## src/rtl/m_ifetch.sv

```systemverilog
// Instruction fetch stage: a word-addressed store feeding a registered fetch beat under valid/ready flow control.
// Optional macro IFETCH_BOUNDS_EN adds out-of-range detection on fetch and write addresses.
module m_ifetch #(
    parameter int          DATA_W   = 32,
    parameter int          DEPTH    = 64,
    parameter logic [31:0] RESET_PC = 32'h0000_0000
) (
    input  logic              w_clk,
    input  logic              w_rst,
    input  logic              w_ready,
    input  logic              w_redirect,
    input  logic [31:0]       w_redirect_pc,
    input  logic              w_we,
    input  logic [31:0]       w_waddr,
    input  logic [DATA_W-1:0] w_wdata,
    output logic [DATA_W-1:0] r_inst,
    output logic [31:0]       r_pc,
    output logic              r_valid,
    output logic              r_err
);
    // Handshake: a beat is transferred on any edge where r_valid and w_ready are both 1;
    // the output register may refill whenever it is empty or being drained.
    localparam int AW = $clog2(DEPTH);

    logic [DATA_W-1:0] mem_q [DEPTH];

    logic [31:0]       f_pc_q, f_pc_d;
    logic [DATA_W-1:0] r_inst_q, r_inst_d;
    logic [31:0]       r_pc_q, r_pc_d;
    logic              r_valid_q, r_valid_d;
    logic              r_err_q, r_err_d;

    logic              adv;
    logic [AW-1:0]     rd_idx;
    logic [AW-1:0]     wr_idx;
    logic [DATA_W-1:0] fetch_inst;
    logic              fetch_err;
    logic              wr_ok;

    assign adv    = !r_valid_q || w_ready;
    assign rd_idx = f_pc_q[AW+1:2];
    assign wr_idx = w_waddr[AW+1:2];

`ifdef IFETCH_BOUNDS_EN
    localparam logic [32:0] LIMIT = 33'(DEPTH) * 33'd4;

    always_comb begin
        fetch_err  = ({1'b0, f_pc_q} >= LIMIT);
        fetch_inst = fetch_err ? '0 : mem_q[rd_idx];
        wr_ok      = ({1'b0, w_waddr} < LIMIT);
    end
`else
    always_comb begin
        fetch_err  = 1'b0;
        fetch_inst = mem_q[rd_idx];
        wr_ok      = 1'b1;
    end
`endif

    // Redirect outranks both advance and stall; the pending beat is discarded.
    always_comb begin
        f_pc_d    = f_pc_q;
        r_inst_d  = r_inst_q;
        r_pc_d    = r_pc_q;
        r_valid_d = r_valid_q;
        r_err_d   = r_err_q;
        if (w_redirect) begin
            f_pc_d    = {w_redirect_pc[31:2], 2'b00};
            r_valid_d = 1'b0;
        end else if (adv) begin
            r_inst_d  = fetch_inst;
            r_pc_d    = f_pc_q;
            r_valid_d = 1'b1;
            r_err_d   = fetch_err;
            f_pc_d    = f_pc_q + 32'd4;
        end
    end

    always_ff @(posedge w_clk) begin
        if (w_rst) begin
            f_pc_q    <= RESET_PC;
            r_inst_q  <= '0;
            r_pc_q    <= '0;
            r_valid_q <= 1'b0;
            r_err_q   <= 1'b0;
        end else begin
            f_pc_q    <= f_pc_d;
            r_inst_q  <= r_inst_d;
            r_pc_q    <= r_pc_d;
            r_valid_q <= r_valid_d;
            r_err_q   <= r_err_d;
        end
    end

    // Store is never reset; a same-edge read sees the old word.
    always_ff @(posedge w_clk) begin
        if (w_we && wr_ok) begin
            mem_q[wr_idx] <= w_wdata;
        end
    end

    assign r_inst  = r_inst_q;
    assign r_pc    = r_pc_q;
    assign r_valid = r_valid_q;
    assign r_err   = r_err_q;
endmodule

```

## config.mk

```make
export PLATFORM = sky130hd
export DESIGN_NAME = m_ifetch
export DESIGN_NICKNAME = d
export VERILOG_FILES = /design/src/rtl/m_ifetch.sv
export SDC_FILE = /design/constraint.sdc
export NUM_CORES = 2
export LEC_CHECK = 0
export ABC_AREA = 1
export BUFFER_PORTS_ARGS = -buffer_cell sky130_fd_sc_hd__buf_2
export CAP_MARGIN = 10
export CORE_ASPECT_RATIO = 0.6
export CORE_UTILIZATION = 48
export CTS_CLUSTER_SIZE = 30
export DETAILED_ROUTE_END_ITERATION = 12
export SYNTH_ARGS = -nofsm -noshare
export SYNTH_HDL_FRONTEND = slang
export SYNTH_SLANG_ARGS = --single-unit
```

## constraint.sdc

```tcl
create_clock -name w_clk -period 4 [get_ports w_clk]
set_clock_uncertainty 0.2 [all_clocks]
set_input_delay 1 -clock w_clk [delete_from_list [all_inputs] [get_ports w_clk]]
set_output_delay 1 -clock w_clk [all_outputs]
set_load 0.02 [all_outputs]
```

Yosys cells after proc, flatten, opt, wreduce, memory -nomap -nowiden
Memories as Yosys holds them, arrays and structs flattened. A register that Yosys moved wholly into a read port is not among the register bits.
Index checks and enable logic that the tools add are counted.
Word-level totals
  flip-flop bits (word level): 65
  memory bits (writable): 2048
  output and inout port bits: 66
  word-level logic and storage cells: 16
  memories kept: 1
Memory list
  mem_q: depth 64, bits a word 32, read ports 1, clocked after memory_dff 1, wr ports 1, line 25  | logic [DATA_W-1:0] mem_q [DEPTH];
Operators by class
  add/sub/neg operators: 1
  muxes and demuxes: 4
  bitwise gates (word level): 1
  reduce and logical (&&, ||, !) cells: 5
Operators with widths (count)
  two-way mux 32 bit: 2
  adder 32 x 3 -> 32 bit (second input constant): 1
  two-way mux 1 bit: 2
  AND reduction 2 bit: 1
  nonzero test 2 bit: 1
  OR reduction 2 bit: 1
  zero test 1 bit: 1
  logical OR 1 bit: 1
  inverter 1 bit: 1

Logic depth before layout (Yosys ltp)
  depth in word-level cells: 4
  mapped depth: 16
  gate-level depth less buffers: 13

Worst setup path after synthesis
Ideal clock, no wire load.
  path kind: input to register
  from: in w_we
  to: mem mem_q[0][0] (enable)
  setup time: 0.421 ns
  arrival time: 2.902 ns
  required time: 3.379 ns
  slack: 0.477 ns
  stages on the path: 3
  cell sequence: clkbuf_1 nand4_1 nor2_1
On the way
  word-level cells in the longest chain between the ends: 2
Ends and longest elaborated chain
  from (decl): line 13  | input logic w_we,
  two-way mux 1 bit: line 97  | if (w_we && wr_ok) begin
  two-way mux 1 bit (not written as such): line 98  | mem_q[wr_idx] <= w_wdata;
  to (decl): line 25
No other way between the ends.

==> PnR_summary.wiki <==
{| class="wikitable"
! Metric !! Value
|-
| Placeable core region || 181800 sq um
|-
| Worst Tran Pin Value || 1.221 ns
|-
| Buffers & Inverters on Critical Path || 3
|-
| Utilization after layout || 54.42%
|-
| Synthesized area per cell || 11.07 sq um
|-
| Final period utilization || 85.11%
|-
| Leakage dissipation || 36.46 nW
|-
| Final instance area || 98940 sq um
|-
| Die span in y || 333.8 um
|-
| Root cell of the clock tree || clkbuf_16
|-
| Gpl congestion || 0.8543
|-
| Cell Pwr Density || 476.7 nW/um^2
|-
| Maximum count of clock buffers along a single path || 4
|-
| DIE WIDTH || 555.0 um
|-
| First-pass iteration count of the detailed router || 6
|-
| Register bit total from synthesis || 2141
|-
| Wire length per cell after detailed routing || 23.53 um
|-
| Warning count from the yosys run || 0
|-
| Required arrival time at the worst endpoint || 4.49 ns
|-
| Clk slew on worst S/H paths || 0.07 ns
|-
| CTS H-tree lvls || 4
|-
| Commonest non-fill, non-tap cells in the layout || edfxtp_1 (2048), nand2_1 (1784), nor2_1 (1356)
|-
| Post-CTS setup repair buffer count || 0
|-
| MaxCap Viol Count || 0
|-
| Largest fanout on the critical path || 90
|-
| Worst skew pair latency || 0.86 ns
|-
| Vias in the first global route || 54580
|-
| Resize count post-CTS || 0
|-
| Number of I/O pins || 167
|-
| Detailed-route DRC error count || 0
|-
| Global route overflow || 0
|-
| RSZ-0062 raised after global routing || no
|-
| CTS tree || built
|-
| Hold Path Class || in -> reg
|-
| Leading cell type in the layout, fill and taps excluded || edfxtp_1
|-
| Result of the run || completed
|-
| Initial antenna violation count || 17
|-
| Setup crit start kind || flop
|-
| Count of buffers from port buffering || 135
|-
| Most frequent cell on the critical path || nand2_1
|-
| Critical setup path kind || reg -> reg
|-
| Number of core rows || 121
|-
| Global-route wire length before repair || 369.1 mm
|-
| Cell at the slowest stage of the critical path || dfxtp_4
|-
| Routed vias/inst || 5.524
|-
| Final slew viol count || 0
|-
| Dominant cell type by area after synthesis || edfxtp_1
|-
| Cell-by-cell trace of the critical path || inv_8 -> buf_4 -> o21ai_0 -> nand2_1 -> nand2_1 -> nand2_1 -> inv_1 -> nand2_1 -> nand2_1 -> nand3_1 -> nor2_1 -> nor2_1
|-
| Initial DRC count || 7542
|-
| Starting density of the core || 48.43%
|-
| Highest attainable clock frequency || 293.7 MHz
|-
| Fin Setup TNS || 0 ns
|-
| Netlist Area Pre-Place || 88060 sq um
|-
| Shortest clock period the worst path allows after layout || 3.405 ns
|-
| Tightest slew margin relative to the limit || 18.62%
|-
| Total length of routed wires || 251.6 mm
|-
| Post-route ant nets || 0
|-
| Endpoint arrival time on the critical path || 3.90 ns
|-
| Share of the synthesized area in the top cell type || 69.84%
|-
| Cts-stage hold buffer count || 0
|-
| Overall global routing resource usage || 26.97%
|-
| Number of sinks handled by clock tree synthesis || 2141
|-
| Final Hold Violating Endpoints || 0
|-
| Top post-synthesis cells by area || edfxtp_1 (70%), nand2_1 (7.6%), nor2_1 (6.1%)
|-
| Count of mapped cells out of synthesis || 7953
|-
| Sequential element share of the synthesized area || 71.95%
|-
| Delay of the slowest critical-path stage || 0.63 ns
|-
| Area Overhead vs Synth || 12.36%
|-
| Nets@finish || 8176
|-
| Maximum VDD drop || 0.0003617 V
|-
| Share of final-layout standard cells stronger than drive strength 1 || 8.836%
|-
| Number of buffers added by the clock tree synthesis step || 199
|-
| Die Footprint || 185200 sq um
|-
| Count of endpoints failing setup in the final report || 0
|-
| Setup slack on the worst flop-to-flop path || 0.60 ns
|-
| Number of vias after detailed routing || 59070
|-
| Largest net degree at the start of global routing || 167
|-
| Number of unique standard cell types used by synthesis || 40
|-
| HPWL after detailed placement || 141.4 mm
|-
| Crit path capture type || flop
|-
| Instance area at placement || 92830 sq um
|-
| Cell family with the largest share of critical-path delay || simple AND/OR/NAND/NOR gates
|}
==> synth_stat cells (all sizes together) <==
cell / instances
o311ai: 2
nand3: 628
clkinv: 14
nor2: 1428
a32oi: 1
a41oi: 1
nand4: 12
o211a: 2
nor4: 4
edfxtp: 2048
dfxtp: 93
nand3b: 1
a31oi: 7
a21oi: 68
clkbuf: 193
a211oi: 13
ha: 1
a221oi: 1
inv: 492
o22ai: 34
xor2: 1
nand2: 1784
o31ai: 1
nor3: 19
or2: 14
o211ai: 60
buf: 267
a22oi: 11
and3: 9
conb: 1
o2111ai: 1
o21ai: 742
==> layer usage <==
metal | wire [um] | global-route usage, % | up-vias
li1 | - | - | 27290
met1 | 114200 | 41.62 | 28900
met2 | 107800 | 39.60 | 2544
met3 | 24120 | 4.898 | 329
met4 | 5373 | 6.099 | 10
met5 | 68 | 0 | -
==> layout make-up <==
cell class / count / area (sq um)
flip-flops and latches: 2141 / 63370
multi-input cells: 4848 / 21130
well taps: 2460 / 3078
clock inverters: 90 / 720.7
clock buffers: 265 / 5356
diodes: 6 / 15.01
repair buffers: 378 / 3341
fillers: 15430 / 82880
inverters: 506 / 1927
==> state kept, by name, summed over array words and instances, names as in the netlist <==
name,cells
f_pc_q,30
mem_q,2048
r_inst,32
r_pc,30
r_valid,1
==> through the flow <==
stage	std cells	setup WS (ns)	hold slack, ns	total power [mW]
after floorplan	7955	0.4767	0.2584	27.65
after global placement	10330	0.7779	0.2528	29.25
after detailed placement	10330	0.7444	0.2602	29.31
after CTS	10690	0.7967	0.1987	47.37
after global routing	10690	0.5775	0.2166	48.64
final	10690	0.5954	0.2374	47.16
==> worst register-to-register path: stages, from the launching register on <==
cell     delay (ns)
dfxtp_4        0.63
inv_8          0.28
buf_4          0.61
o21ai_0        0.23
nand2_1        0.09
nand2_1        0.07
nand2_1        0.10
inv_1          0.06
nand2_1        0.12
nand2_1        0.11
nand3_1        0.15
nor2_1         0.53
nor2_1         0.08
==> where the power goes <==
group / switching [mW] / leakage (nW) / internal [mW] / total [mW]
registers: 0.121 / 19.2 / 24.8 / 24.9
clock network: 8.15 / 2.97 / 10.1 / 18.3
logic: 2.93 / 14.3 / 1.07 / 4.00
total: 11.2 / 36.5 / 36.0 / 47.2
==> final timing paths <==
kind | from | end | cells after the start
setup / recovery | f_pc_q[2]$_SDFFE_PP0P_ | r_inst[21]$_SDFFE_PP0P_ | 12
setup reg to reg | f_pc_q[2]$_SDFFE_PP0P_ | r_inst[21]$_SDFFE_PP0P_ | 12
hold / removal | w_redirect_pc[12] | f_pc_q[12]$_SDFFE_PP0P_ | 3
hold reg to reg | r_pc[13]$_SDFFE_PP0P_ | r_pc[13]$_SDFFE_PP0P_ | 2
==> logic make-up (layout without fill, tap and decap cells) <==
| kind of cell | after synthesis | count (layout) | share of synthesized area [%] |
|---|---|---|---|
| and+or+nand+nor | 3899 | 3899 | 17.69 |
| DFF | 2141 | 2141 | 71.95 |
| buffers and inverters | 966 | 1239 | 4.624 |
| AOI/OAI and AO/OA | 944 | 944 | 5.702 |
| adders and majority gates | 1 | 1 | 0.01421 |
| other | 1 | 9 | 0.004259 |
| xor gates and xnor gates | 1 | 1 | 0.009948 |
No activity file was read; power rests on OpenSTA's default activity.
